===== src/rtl/conv_tile_sequencer_pkg.sv =====
// Shared FSM state type and elaboration-time helpers for the conv tile sequencer.
package conv_tile_sequencer_pkg;

    typedef enum logic [2:0] {
        ST_IDLE,
        ST_LOAD,
        ST_COMP,
        ST_DRAIN,
        ST_STORE
    } seq_state_t;

    function automatic int out_dim(input int t, input int k, input int s);
        return (t - k) / s + 1;
    endfunction

    function automatic int cnt_w(input int n);
        return (n <= 1) ? 1 : $clog2(n);
    endfunction

endpackage


===== src/rtl/conv_tile_sequencer_if.sv =====
// Host/loader handshakes and broadcast bank address buses of the conv tile sequencer.
interface conv_tile_sequencer_if #(
    parameter int AW = 16,
    parameter int X  = 4,
    parameter int Y  = 4
);
    logic                conv_start;
    logic                conv_done;
    logic                conv_busy;
    logic                in_fm_load_start;
    logic                in_fm_load_done;
    logic                weight_load_start;
    logic                weight_load_done;
    logic                ld_init_data_start;
    logic                ld_init_data_done;
    logic                st_result_data_start;
    logic                st_result_data_done;
    logic                kernel_start;
    logic [X*AW-1:0]     in_fm_rd_addr;
    logic [X*Y*AW-1:0]   weight_rd_addr;
    logic [Y*AW-1:0]     out_fm_rd_addr;
    logic [Y*AW-1:0]     out_fm_wr_addr;
    logic [Y-1:0]        out_fm_wr_ena;

    modport master (
        input  conv_start, in_fm_load_done, weight_load_done, ld_init_data_done,
               st_result_data_done,
        output conv_done, conv_busy, in_fm_load_start, weight_load_start,
               ld_init_data_start, st_result_data_start, kernel_start,
               in_fm_rd_addr, weight_rd_addr, out_fm_rd_addr, out_fm_wr_addr, out_fm_wr_ena
    );

    modport slave (
        output conv_start, in_fm_load_done, weight_load_done, ld_init_data_done,
               st_result_data_done,
        input  conv_done, conv_busy, in_fm_load_start, weight_load_start,
               ld_init_data_start, st_result_data_start, kernel_start,
               in_fm_rd_addr, weight_rd_addr, out_fm_rd_addr, out_fm_wr_addr, out_fm_wr_ena
    );
endinterface


===== src/rtl/conv_tile_sequencer_addr_gen.sv =====
// Nested c/r/kc/kr/mg/ng issue counters and the bank address arithmetic for one tile.
module conv_tile_sequencer_addr_gen
    import conv_tile_sequencer_pkg::*;
#(
    parameter int AW = 16,
    parameter int Tr = 6,
    parameter int Tc = 6,
    parameter int K  = 3,
    parameter int S  = 1,
    parameter int R  = 4,
    parameter int C  = 4,
    parameter int MG = 2,
    parameter int NG = 2
) (
    input  logic          clk,
    input  logic          rst,
    input  logic          en_i,
    output logic          last_o,
    output logic [AW-1:0] in_addr_o,
    output logic [AW-1:0] w_addr_o,
    output logic [AW-1:0] out_addr_o
);
    localparam int CW = cnt_w(C);
    localparam int RW = cnt_w(R);
    localparam int KW = cnt_w(K);
    localparam int MW = cnt_w(MG);
    localparam int NW = cnt_w(NG);

    localparam logic [CW-1:0] C_MAX  = CW'(C - 1);
    localparam logic [RW-1:0] R_MAX  = RW'(R - 1);
    localparam logic [KW-1:0] K_MAX  = KW'(K - 1);
    localparam logic [MW-1:0] MG_MAX = MW'(MG - 1);
    localparam logic [NW-1:0] NG_MAX = NW'(NG - 1);

    localparam logic [31:0] TRTC = 32'(Tr * Tc);
    localparam logic [31:0] TC32 = 32'(Tc);
    localparam logic [31:0] S32  = 32'(S);
    localparam logic [31:0] K32  = 32'(K);
    localparam logic [31:0] KK32 = 32'(K * K);
    localparam logic [31:0] MG32 = 32'(MG);
    localparam logic [31:0] RC32 = 32'(R * C);
    localparam logic [31:0] C32  = 32'(C);

    logic [CW-1:0] c_q, c_d;
    logic [RW-1:0] r_q, r_d;
    logic [KW-1:0] kc_q, kc_d, kr_q, kr_d;
    logic [MW-1:0] mg_q, mg_d;
    logic [NW-1:0] ng_q, ng_d;
    logic          wrap_c, wrap_r, wrap_kc, wrap_kr, wrap_mg, wrap_ng;

    // Each wrap_* means this counter and every inner one sit at their maximum.
    always_comb begin
        wrap_c  = (c_q == C_MAX);
        wrap_r  = wrap_c  && (r_q  == R_MAX);
        wrap_kc = wrap_r  && (kc_q == K_MAX);
        wrap_kr = wrap_kc && (kr_q == K_MAX);
        wrap_mg = wrap_kr && (mg_q == MG_MAX);
        wrap_ng = wrap_mg && (ng_q == NG_MAX);
        c_d  = '0;
        r_d  = '0;
        kc_d = '0;
        kr_d = '0;
        mg_d = '0;
        ng_d = '0;
        if (en_i) begin
            c_d  = wrap_c  ? '0 : c_q + CW'(1);
            r_d  = wrap_r  ? '0 : (wrap_c  ? r_q  + RW'(1) : r_q);
            kc_d = wrap_kc ? '0 : (wrap_r  ? kc_q + KW'(1) : kc_q);
            kr_d = wrap_kr ? '0 : (wrap_kc ? kr_q + KW'(1) : kr_q);
            mg_d = wrap_mg ? '0 : (wrap_kr ? mg_q + MW'(1) : mg_q);
            ng_d = wrap_ng ? '0 : (wrap_mg ? ng_q + NW'(1) : ng_q);
        end
    end

    always_ff @(posedge clk or posedge rst) begin
        if (rst) begin
            c_q  <= '0;
            r_q  <= '0;
            kc_q <= '0;
            kr_q <= '0;
            mg_q <= '0;
            ng_q <= '0;
        end else begin
            c_q  <= c_d;
            r_q  <= r_d;
            kc_q <= kc_d;
            kr_q <= kr_d;
            mg_q <= mg_d;
            ng_q <= ng_d;
        end
    end

    assign last_o = en_i && wrap_ng;

    // Addresses decode straight from the counter registers so they line up with kernel_start.
    assign in_addr_o  = en_i ? AW'(32'(mg_q) * TRTC + (32'(r_q) * S32 + 32'(kr_q)) * TC32
                                   + 32'(c_q) * S32 + 32'(kc_q)) : '0;
    assign w_addr_o   = en_i ? AW'((32'(ng_q) * MG32 + 32'(mg_q)) * KK32
                                   + 32'(kr_q) * K32 + 32'(kc_q)) : '0;
    assign out_addr_o = en_i ? AW'(32'(ng_q) * RC32 + 32'(r_q) * C32 + 32'(c_q)) : '0;

endmodule


===== src/rtl/conv_tile_sequencer.sv =====
// Tile sequencer: load -> compute -> drain -> store, with an out_fm write-back delay line.
// Optional CONV_PERF_CNT_EN adds per-phase cycle counters.
module conv_tile_sequencer
    import conv_tile_sequencer_pkg::*;
#(
    parameter int AW         = 16,
    parameter int Tn         = 16,
    parameter int Tm         = 16,
    parameter int Tr         = 64,
    parameter int Tc         = 16,
    parameter int K          = 3,
    parameter int S          = 1,
    parameter int X          = 4,
    parameter int Y          = 4,
    parameter int DP_LATENCY = 36
) (
    input  logic                 clk,
    input  logic                 rst,
    conv_tile_sequencer_if.master bus
`ifdef CONV_PERF_CNT_EN
    ,
    output logic [31:0]          perf_load_cyc,
    output logic [31:0]          perf_comp_cyc,
    output logic [31:0]          perf_store_cyc
`endif
);
    localparam int R  = out_dim(Tr, K, S);
    localparam int C  = out_dim(Tc, K, S);
    localparam int MG = Tm / X;
    localparam int NG = Tn / Y;
    localparam int DW = cnt_w(DP_LATENCY);
    localparam logic [DW-1:0] DRAIN_MAX = DW'(DP_LATENCY - 1);

    // The accumulator read of an output pixel must not overtake its pending write-back.
    if (R * C <= DP_LATENCY) begin : g_err_raw
        $error("conv_tile_sequencer: R*C must exceed DP_LATENCY");
    end
    if (Tm % X != 0) begin : g_err_tm
        $error("conv_tile_sequencer: Tm must be a multiple of X");
    end
    if (Tn % Y != 0) begin : g_err_tn
        $error("conv_tile_sequencer: Tn must be a multiple of Y");
    end

    seq_state_t        state_q, state_d;
    logic              fl_in_q, fl_in_d, fl_w_q, fl_w_d, fl_init_q, fl_init_d;
    logic [DW-1:0]     drain_q, drain_d;
    logic              ld_start_q, st_start_q, done_q;
    logic              issue, last_issue, accept;
    logic [AW-1:0]     in_addr, w_addr, out_addr;
    logic [DP_LATENCY-1:0] dly_ena_q;
    logic [AW-1:0]     dly_addr_q [DP_LATENCY];

    assign issue  = (state_q == ST_COMP);
    assign accept = (state_q == ST_IDLE) && bus.conv_start;

    conv_tile_sequencer_addr_gen #(
        .AW(AW), .Tr(Tr), .Tc(Tc), .K(K), .S(S), .R(R), .C(C), .MG(MG), .NG(NG)
    ) u_addr_gen (
        .clk       (clk),
        .rst       (rst),
        .en_i      (issue),
        .last_o    (last_issue),
        .in_addr_o (in_addr),
        .w_addr_o  (w_addr),
        .out_addr_o(out_addr)
    );

    always_comb begin
        state_d   = state_q;
        fl_in_d   = 1'b0;
        fl_w_d    = 1'b0;
        fl_init_d = 1'b0;
        drain_d   = '0;
        // Sticky load flags include this cycle's done, so a same-cycle done still counts.
        if (state_q == ST_LOAD) begin
            fl_in_d   = fl_in_q   | bus.in_fm_load_done;
            fl_w_d    = fl_w_q    | bus.weight_load_done;
            fl_init_d = fl_init_q | bus.ld_init_data_done;
        end
        case (state_q)
            ST_IDLE:  if (bus.conv_start) state_d = ST_LOAD;
            ST_LOAD:  if (fl_in_d && fl_w_d && fl_init_d) state_d = ST_COMP;
            ST_COMP:  if (last_issue) state_d = ST_DRAIN;
            ST_DRAIN: begin
                drain_d = drain_q + DW'(1);
                if (drain_q == DRAIN_MAX) state_d = ST_STORE;
            end
            ST_STORE: if (bus.st_result_data_done) state_d = ST_IDLE;
            default:  state_d = ST_IDLE;
        endcase
    end

    always_ff @(posedge clk or posedge rst) begin
        if (rst) begin
            state_q    <= ST_IDLE;
            fl_in_q    <= 1'b0;
            fl_w_q     <= 1'b0;
            fl_init_q  <= 1'b0;
            drain_q    <= '0;
            ld_start_q <= 1'b0;
            st_start_q <= 1'b0;
            done_q     <= 1'b0;
        end else begin
            state_q    <= state_d;
            fl_in_q    <= fl_in_d;
            fl_w_q     <= fl_w_d;
            fl_init_q  <= fl_init_d;
            drain_q    <= drain_d;
            ld_start_q <= accept;
            st_start_q <= (state_q == ST_DRAIN) && (state_d == ST_STORE);
            done_q     <= (state_q == ST_STORE) && bus.st_result_data_done;
        end
    end

    always_ff @(posedge clk or posedge rst) begin
        if (rst) begin
            dly_ena_q <= '0;
            for (int i = 0; i < DP_LATENCY; i++) dly_addr_q[i] <= '0;
        end else begin
            dly_ena_q[0]  <= issue;
            dly_addr_q[0] <= out_addr;
            for (int i = 1; i < DP_LATENCY; i++) begin
                dly_ena_q[i]  <= dly_ena_q[i-1];
                dly_addr_q[i] <= dly_addr_q[i-1];
            end
        end
    end

    assign bus.conv_busy            = (state_q != ST_IDLE);
    assign bus.conv_done            = done_q;
    assign bus.in_fm_load_start     = ld_start_q;
    assign bus.weight_load_start    = ld_start_q;
    assign bus.ld_init_data_start   = ld_start_q;
    assign bus.st_result_data_start = st_start_q;
    assign bus.kernel_start         = issue;
    assign bus.in_fm_rd_addr        = {X{in_addr}};
    assign bus.weight_rd_addr       = {(X*Y){w_addr}};
    assign bus.out_fm_rd_addr       = {Y{out_addr}};
    assign bus.out_fm_wr_addr       = {Y{dly_addr_q[DP_LATENCY-1]}};
    assign bus.out_fm_wr_ena        = {Y{dly_ena_q[DP_LATENCY-1]}};

`ifdef CONV_PERF_CNT_EN
    localparam logic [31:0] PERF_MAX = '1;
    logic [31:0] perf_load_q, perf_comp_q, perf_store_q;

    always_ff @(posedge clk or posedge rst) begin
        if (rst) begin
            perf_load_q  <= '0;
            perf_comp_q  <= '0;
            perf_store_q <= '0;
        end else if (accept) begin
            perf_load_q  <= '0;
            perf_comp_q  <= '0;
            perf_store_q <= '0;
        end else begin
            if (state_q == ST_LOAD && perf_load_q != PERF_MAX)
                perf_load_q <= perf_load_q + 32'd1;
            if ((state_q == ST_COMP || state_q == ST_DRAIN) && perf_comp_q != PERF_MAX)
                perf_comp_q <= perf_comp_q + 32'd1;
            if (state_q == ST_STORE && perf_store_q != PERF_MAX)
                perf_store_q <= perf_store_q + 32'd1;
        end
    end

    assign perf_load_cyc  = perf_load_q;
    assign perf_comp_cyc  = perf_comp_q;
    assign perf_store_cyc = perf_store_q;
`endif

endmodule


===== src/flat_wrapper.sv =====
// flat-port wrapper written by rule: the top's interface ports become plain ports
module conv_tile_sequencer_flat import conv_tile_sequencer_pkg::*;
#(
    parameter int AW         = 16,
    parameter int Tn         = 16,
    parameter int Tm         = 16,
    parameter int Tr         = 64,
    parameter int Tc         = 16,
    parameter int K          = 3,
    parameter int S          = 1,
    parameter int X          = 4,
    parameter int Y          = 4,
    parameter int DP_LATENCY = 36
)
  (clk, rst, bus_conv_start, bus_in_fm_load_done, bus_weight_load_done, bus_ld_init_data_done, bus_st_result_data_done, bus_conv_done, bus_conv_busy, bus_in_fm_load_start, bus_weight_load_start, bus_ld_init_data_start, bus_st_result_data_start, bus_kernel_start, bus_in_fm_rd_addr, bus_weight_rd_addr, bus_out_fm_rd_addr, bus_out_fm_wr_addr, bus_out_fm_wr_ena);
  conv_tile_sequencer_if #(.AW(AW), .X(X), .Y(Y)) bus_i ();
  input  logic clk;
  input  logic rst;
  input wire logic [$bits(bus_i.conv_start)-1:0] bus_conv_start;
  input wire logic [$bits(bus_i.in_fm_load_done)-1:0] bus_in_fm_load_done;
  input wire logic [$bits(bus_i.weight_load_done)-1:0] bus_weight_load_done;
  input wire logic [$bits(bus_i.ld_init_data_done)-1:0] bus_ld_init_data_done;
  input wire logic [$bits(bus_i.st_result_data_done)-1:0] bus_st_result_data_done;
  output wire logic [$bits(bus_i.conv_done)-1:0] bus_conv_done;
  output wire logic [$bits(bus_i.conv_busy)-1:0] bus_conv_busy;
  output wire logic [$bits(bus_i.in_fm_load_start)-1:0] bus_in_fm_load_start;
  output wire logic [$bits(bus_i.weight_load_start)-1:0] bus_weight_load_start;
  output wire logic [$bits(bus_i.ld_init_data_start)-1:0] bus_ld_init_data_start;
  output wire logic [$bits(bus_i.st_result_data_start)-1:0] bus_st_result_data_start;
  output wire logic [$bits(bus_i.kernel_start)-1:0] bus_kernel_start;
  output wire logic [$bits(bus_i.in_fm_rd_addr)-1:0] bus_in_fm_rd_addr;
  output wire logic [$bits(bus_i.weight_rd_addr)-1:0] bus_weight_rd_addr;
  output wire logic [$bits(bus_i.out_fm_rd_addr)-1:0] bus_out_fm_rd_addr;
  output wire logic [$bits(bus_i.out_fm_wr_addr)-1:0] bus_out_fm_wr_addr;
  output wire logic [$bits(bus_i.out_fm_wr_ena)-1:0] bus_out_fm_wr_ena;
  assign bus_i.conv_start = bus_conv_start;
  assign bus_i.in_fm_load_done = bus_in_fm_load_done;
  assign bus_i.weight_load_done = bus_weight_load_done;
  assign bus_i.ld_init_data_done = bus_ld_init_data_done;
  assign bus_i.st_result_data_done = bus_st_result_data_done;
  assign bus_conv_done = bus_i.conv_done;
  assign bus_conv_busy = bus_i.conv_busy;
  assign bus_in_fm_load_start = bus_i.in_fm_load_start;
  assign bus_weight_load_start = bus_i.weight_load_start;
  assign bus_ld_init_data_start = bus_i.ld_init_data_start;
  assign bus_st_result_data_start = bus_i.st_result_data_start;
  assign bus_kernel_start = bus_i.kernel_start;
  assign bus_in_fm_rd_addr = bus_i.in_fm_rd_addr;
  assign bus_weight_rd_addr = bus_i.weight_rd_addr;
  assign bus_out_fm_rd_addr = bus_i.out_fm_rd_addr;
  assign bus_out_fm_wr_addr = bus_i.out_fm_wr_addr;
  assign bus_out_fm_wr_ena = bus_i.out_fm_wr_ena;
  conv_tile_sequencer #(.AW(AW), .Tn(Tn), .Tm(Tm), .Tr(Tr), .Tc(Tc), .K(K), .S(S), .X(X), .Y(Y), .DP_LATENCY(DP_LATENCY)) u_core (.clk(clk), .rst(rst), .bus(bus_i));
endmodule

===== config.mk =====
export PLATFORM = sky130hd
export DESIGN_NAME = conv_tile_sequencer_flat
export DESIGN_NICKNAME = d
export VERILOG_FILES = /design/src/rtl/conv_tile_sequencer_pkg.sv /design/src/rtl/conv_tile_sequencer_if.sv /design/src/rtl/conv_tile_sequencer_addr_gen.sv /design/src/rtl/conv_tile_sequencer.sv /design/src/flat_wrapper.sv
export SDC_FILE = /design/constraint.sdc
export NUM_CORES = 1
export LEC_CHECK = 0
export CAP_MARGIN = 15
export CORE_MARGIN = 1
export CORE_UTILIZATION = 48
export CTS_BUF_LIST = sky130_fd_sc_hd__clkbuf_2 sky130_fd_sc_hd__clkbuf_4 sky130_fd_sc_hd__clkbuf_8
export CTS_CLUSTER_SIZE = 14
export DETAILED_ROUTE_END_ITERATION = 7
export PLACE_DENSITY = 0.79
export SKIP_CTS_REPAIR_TIMING = 1
export SYNTH_ARGS = -nofsm -noshare
export SYNTH_HDL_FRONTEND = slang
export SYNTH_HIERARCHICAL = 1
export SYNTH_SLANG_ARGS = --single-unit

===== constraint.sdc =====
create_clock -name clk -period 21.4 [get_ports clk]
set_input_delay 4.28 -clock clk [delete_from_list [all_inputs] [get_ports clk]]
set_output_delay 4.28 -clock clk [all_outputs]
set_load 0.02 [all_outputs]

After elaboration in Yosys (flattened, before gate mapping):

Index checks and enable logic that the tools add are counted.

* eq/ne operators: 17
* muxes and demuxes: 30
* $mul: 4
* add/subtract/negate cells: 16
* bitwise operators: 3
* reduce and logical (&&, ||, !) cells: 13

Operators by type and width (count)
* $add 13x4->14: 2
* $mux 2: 12
* $mux 6: 4
* $add 14x2->15: 1
* $mux 15: 1
* $mux 3: 5
* $ne 3x3->1 const B: 5
* $pmux 3 s5: 1
* $mux 14: 1
* $add 12x10->13: 1
* $add 12x11->13: 1
* $add 6x1->6 const B: 2
* $eq 6x6->1 const B: 2
* $add 10x2->11: 1
* $logic_and 1x1->1: 11
* $mux 11: 1
* $add 9x4->10: 1
* $mul 2x8->10 const B: 1
* $mul 5x4->9 const B: 1
* $mul 6x3->9 const B: 1
* $add 2x1->2 const B: 4
* $eq 2x2->1 const B: 4
* $mux 4: 2
* $add 6x2->7: 1
* 11 further kinds: 17

* bits in registers: 573
* bits of input ports: 7
* output and inout bits: 459
* logic and storage cells: 134

Logic depth before layout (Yosys ltp):

* depth in word-level cells: 11
* gate-level depth with buffers: 16
* gate-level depth less buffers: 15

By module:

The synthesis kept the hierarchy.

By module, submodules not included
* conv_tile_sequencer: instances 1, area an instance 19000.7 um^2, cells each 1076, sequential area each 15690.0 um^2
* conv_tile_sequencer_addr_gen: instances 1, area an instance 2924.1 um^2, cells each 343, sequential area each 450.4 um^2

Least setup slack after synthesis:

OpenSTA, ideal clock, no wires.

* path kind: reg-to-output
* start point: register u_core.u_addr_gen.r_q[2]
* end point: output bus_out_fm_rd_addr[23]
* cell stages (with the launch flop): 13
* path buffers: 1
* arrival time: 4.263 ns
* path slack: 12.857 ns
* required time: 17.120 ns
* path through: dfrtp_1 fa_1 ha_1 fa_1 a21o_1 a21oi_1 xnor2_1 ha_1 ha_1 and4_1 a221o_1 a211oi_1 buf_4

* word-level cells in the longest chain between the ends: 4

RTL lines
* start, declared: RTL line conv_tile_sequencer_addr_gen.sv:45 `logic [RW-1:0] r_q, r_d;`
* start signal, assigned: RTL line conv_tile_sequencer_addr_gen.sv:85 `r_q <= r_d;`
* $mul 6x3->9: RTL line conv_tile_sequencer_addr_gen.sv:100 `assign out_addr_o = en_i ? AW'(32'(ng_q) * RC32 + 32'(r_q) * C32 + 32'(c_q)) : '0;`
* $add 12x10->13: RTL line conv_tile_sequencer_addr_gen.sv:100
* $add 13x4->14: RTL line conv_tile_sequencer_addr_gen.sv:100
* $mux 14: RTL line conv_tile_sequencer_addr_gen.sv:100
* end, declared: RTL line flat_wrapper.sv:33 `output wire logic [$bits(bus_i.out_fm_rd_addr)-1:0] bus_out_fm_rd_addr;`

Every way passes these cells.

Worst setup path in the final report:

Same ends and word-level chain as after synthesis.

==> out/qor.csv <==
metric,value,unit
grt-ovfl-total,0,
drive_gt1_share,12.8,%
dieArea,0.0465,mm2
cp_slowest_cell,clkdlybuf4s50_1,
cts.sinks,645,
dieHeight,216,um
cts_made_buffers,97,
setup-tns-final,0,ns
worstHoldStart,u_core/dly_addr_q[107],
clk_latency,0.64,ns
nNetsFinal,1502,
synth_top_area_share,73.6,%
maxSlewViolCount,0,
root_buffer,clkbuf_8,
startpoint,u_core/u_addr_gen/r_q[2],
cap_violations,0,
routed_wl,32500,um
slew_headroom,29.0,%
synth_top_cells_by_area,"dfrtp_1 (74%), buf_4 (14%), ha_1 (3.1%)",
start_kind,flip-flop,
powerDensity,98.5,mW/mm2
dpl_cell_area,0.0227,mm2
path_buf_inv,1,
holdPathEnd,u_core/dly_addr_q[91],
tritoncts,done,
clockBufferDepth,3,
ant_nets,0,
htree_levels,3,
end_kind,primary output,
fin_cells,2082,
ys_ff_latch,645,
switching_share,22.4,%
cp.arrival,5.66,ns
ys.warnings.count,6,
p_clk_share,41.3,%
yosysTopAreaCell,dfrtp_1,
dpl.hpwl,20200,um
core_area,0.0446,mm2
required,17.12,ns
setup_viol,0,
hold_class,flip-flop to flip-flop,
ys_types,57,
row_count,77,
synth.yosys.seq_area_share,73.6,%
synth_edf_count,0,
pwr-share-seq,53.4,%
synth_top_flop_cell,dfrtp_1,
tightest_slew,1.07,ns
path_max_fanout,12,
timing.rr.end,u_core/dly_addr_q[567],
min_period,9.94,ns
post_drt_via_cell_ratio,4.46,
die_width,216,um
grt_antenna_before_repair,1,
grt_pass1_wl,53400,um
reg2reg_depth,11,
drt_iter0_drc,498,
r2r_setup_slack,16.94,ns
placed_cells,1919,
io_buffers,313,
min_delay_path_depth,0,
p_leak,0.0123,uW
first_pass_iters,4,
worstPathCellList,fa_1 -> ha_1 -> fa_1 -> a21o_1 -> a21oi_1 -> xnor2_1 -> ha_1 -> ha_1 -> and4_1 -> a221o_1 -> a211oi_1 -> clkdlybuf4s50_1,
initial_core_util,49.2,%
syn_inst,1419,
grt_max_degree,190,
final_area,0.0248,mm2
area_growth_syn_to_layout,12.9,%
clock.fmax,101,MHz
p_int,1890,uW
critPathTopFamily,adder cells,
clk_pin_slew,0.06,ns
p_switching,547,uW
status,finished clean,
slowest_delay,0.75,ns
io-pin-count,466,
cp_common_cell,ha_1,
gp_congestion,0.719,
hold_violations,0,
gr-usage-all-layers,14.6,%
routedWlPerCell,15.6,um
rsz0062_at_grt,no,
combinationalPowerShare,5.3,%
async_flop_share,100,%
grt_pass1_vias,10300,
timing.rr.start,u_core/u_addr_gen/r_q[2],
syn_area,0.0219,mm2
skew,0.0274,ns
crit_type,flip-flop to primary output,
drc,0,
vias,9284,
avgSynthCellArea,15.5,um2
max-vdd-ir-drop,0.0000458,V
min_period_over_period,46.4,%
## layout make-up
cell class,instances,area (um2)
inverter,31,120
fill,3442,19800
sequential,645,16100
timing repair buffer,324,3240
clock inverter,19,216
clock buffer,142,1790
antenna,1,2.50
tap,592,741
multi-input combinational,328,2510
## Yosys cell counts, types with 7 or more instances
library cell and count:
inv_1 30, a21o_1 9, xor2_1 10, nand2_1 33
buf_4 420, ha_1 54, and2_1 11, o21ai_0 9
xnor2_1 13, nand3_1 12, fa_1 14, nor2b_1 7
dfrtp_1 645, nor2_1 45, a21oi_1 27
## worst register-to-register path: stages, from the launching register on
cell      delay [ns]
dfrtp_1         0.65
fa_1            0.51
ha_1            0.22
fa_1            0.41
a21o_1          0.19
a21oi_1         0.21
xnor2_1         0.17
ha_1            0.27
ha_1            0.36
and4_1          0.18
a221o_1         0.38
a211oi_1        0.74
## flip-flops by register name (all words and copies together), names as in the netlist, 2 cells and up
register and count:
u_core/bus.out_fm_wr_addr 16, u_core/dly_addr_q 560, u_core/dly_ena_q 36, u_core/drain_q 6
u_core/state_q 3, u_core/u_addr_gen/c_q 4, u_core/u_addr_gen/kc_q 2, u_core/u_addr_gen/kr_q 2
u_core/u_addr_gen/mg_q 2, u_core/u_addr_gen/ng_q 2, u_core/u_addr_gen/r_q 6
## how the worst max path moves through the flow
stage | depth (start not counted) | end | slack, ns
3_3_place_gp | 12 | bus_out_fm_rd_addr[23] | 11.98
5_1_grt | 12 | bus_out_fm_rd_addr[23] | 11.08
2_1_floorplan | 1 | u_core/bus.conv_done | 8.56
3_5_place_dp | 12 | bus_out_fm_rd_addr[23] | 11.95
4_1_cts | 12 | bus_out_fm_rd_addr[23] | 11.22
6_report | 12 | bus_out_fm_rd_addr[23] | 11.46
## kinds of logic after synthesis
family	synth area share, %
AO/OA/AOI/OAI	1.85
XOR/XNOR	0.919
adder cells (fa/ha/maj)	4.36
buffers and inverters	15.2
flip-flops	73.6
multiplexers	0.274
other	0.0171
AND/OR/NAND/NOR	3.78
## metrics by stage
stage	setup slack [ns]	hold slack [ns]	utilization, %	total power (uW)
6_report	11.46	0.334	55.5	2440
5_1_grt	11.08	0.339	55.5	2560
4_1_cts	11.22	0.333	55.5	2490
3_5_place_dp	11.95	0.335	51.0	1460
3_3_place_gp	11.98	0.331	51.0	1450
2_1_floorplan	8.56	0.331	-	1440
## power groups by stage
| stage | Sequential (uW) | Clock, uW | Combinational, uW |
|---|---|---|---|
| detailed placement | 1320 | 0 | 132 |
| finish | 1300 | 1010 | 129 |
| floorplan | 1320 | 0 | 126 |
| global placement | 1320 | 0 | 130 |
| global route | 1310 | 1110 | 143 |
| CTS | 1300 | 1050 | 132 |
## per-layer routing
metal	vias to the layer above	track usage [%]	routed length [um]
li1	4079	-	-
met1	4810	19.5	14200
met2	345	23.2	15700
met3	50	3.51	1980
met4	0	5.96	667
met5	-	0	0
## layout by cell type (no fill, tap or decap), types with 5 or more instances in the layout
| cell | count |
|---|---|
| clkinv_2 | 9 |
| o21ai_0 | 9 |
| nor2_1 | 45 |
| a21o_1 | 9 |
| conb_1 | 14 |
| buf_4 | 9 |
| clkbuf_4 | 26 |
| and2_1 | 11 |
| fa_1 | 14 |
| and3_1 | 5 |
| nand2_1 | 33 |
| nor2b_1 | 7 |
| ha_1 | 54 |
| xnor2_1 | 13 |
| xor2_1 | 10 |
| nor3_1 | 5 |
| nand3_1 | 12 |
| mux2i_1 | 6 |
| inv_1 | 29 |
| clkbuf_8 | 116 |
| clkdlybuf4s50_1 | 313 |
| dfrtp_1 | 645 |
| or3_1 | 5 |
| a21oi_1 | 27 |
Note: power is estimated with default switching activity, not from simulation.
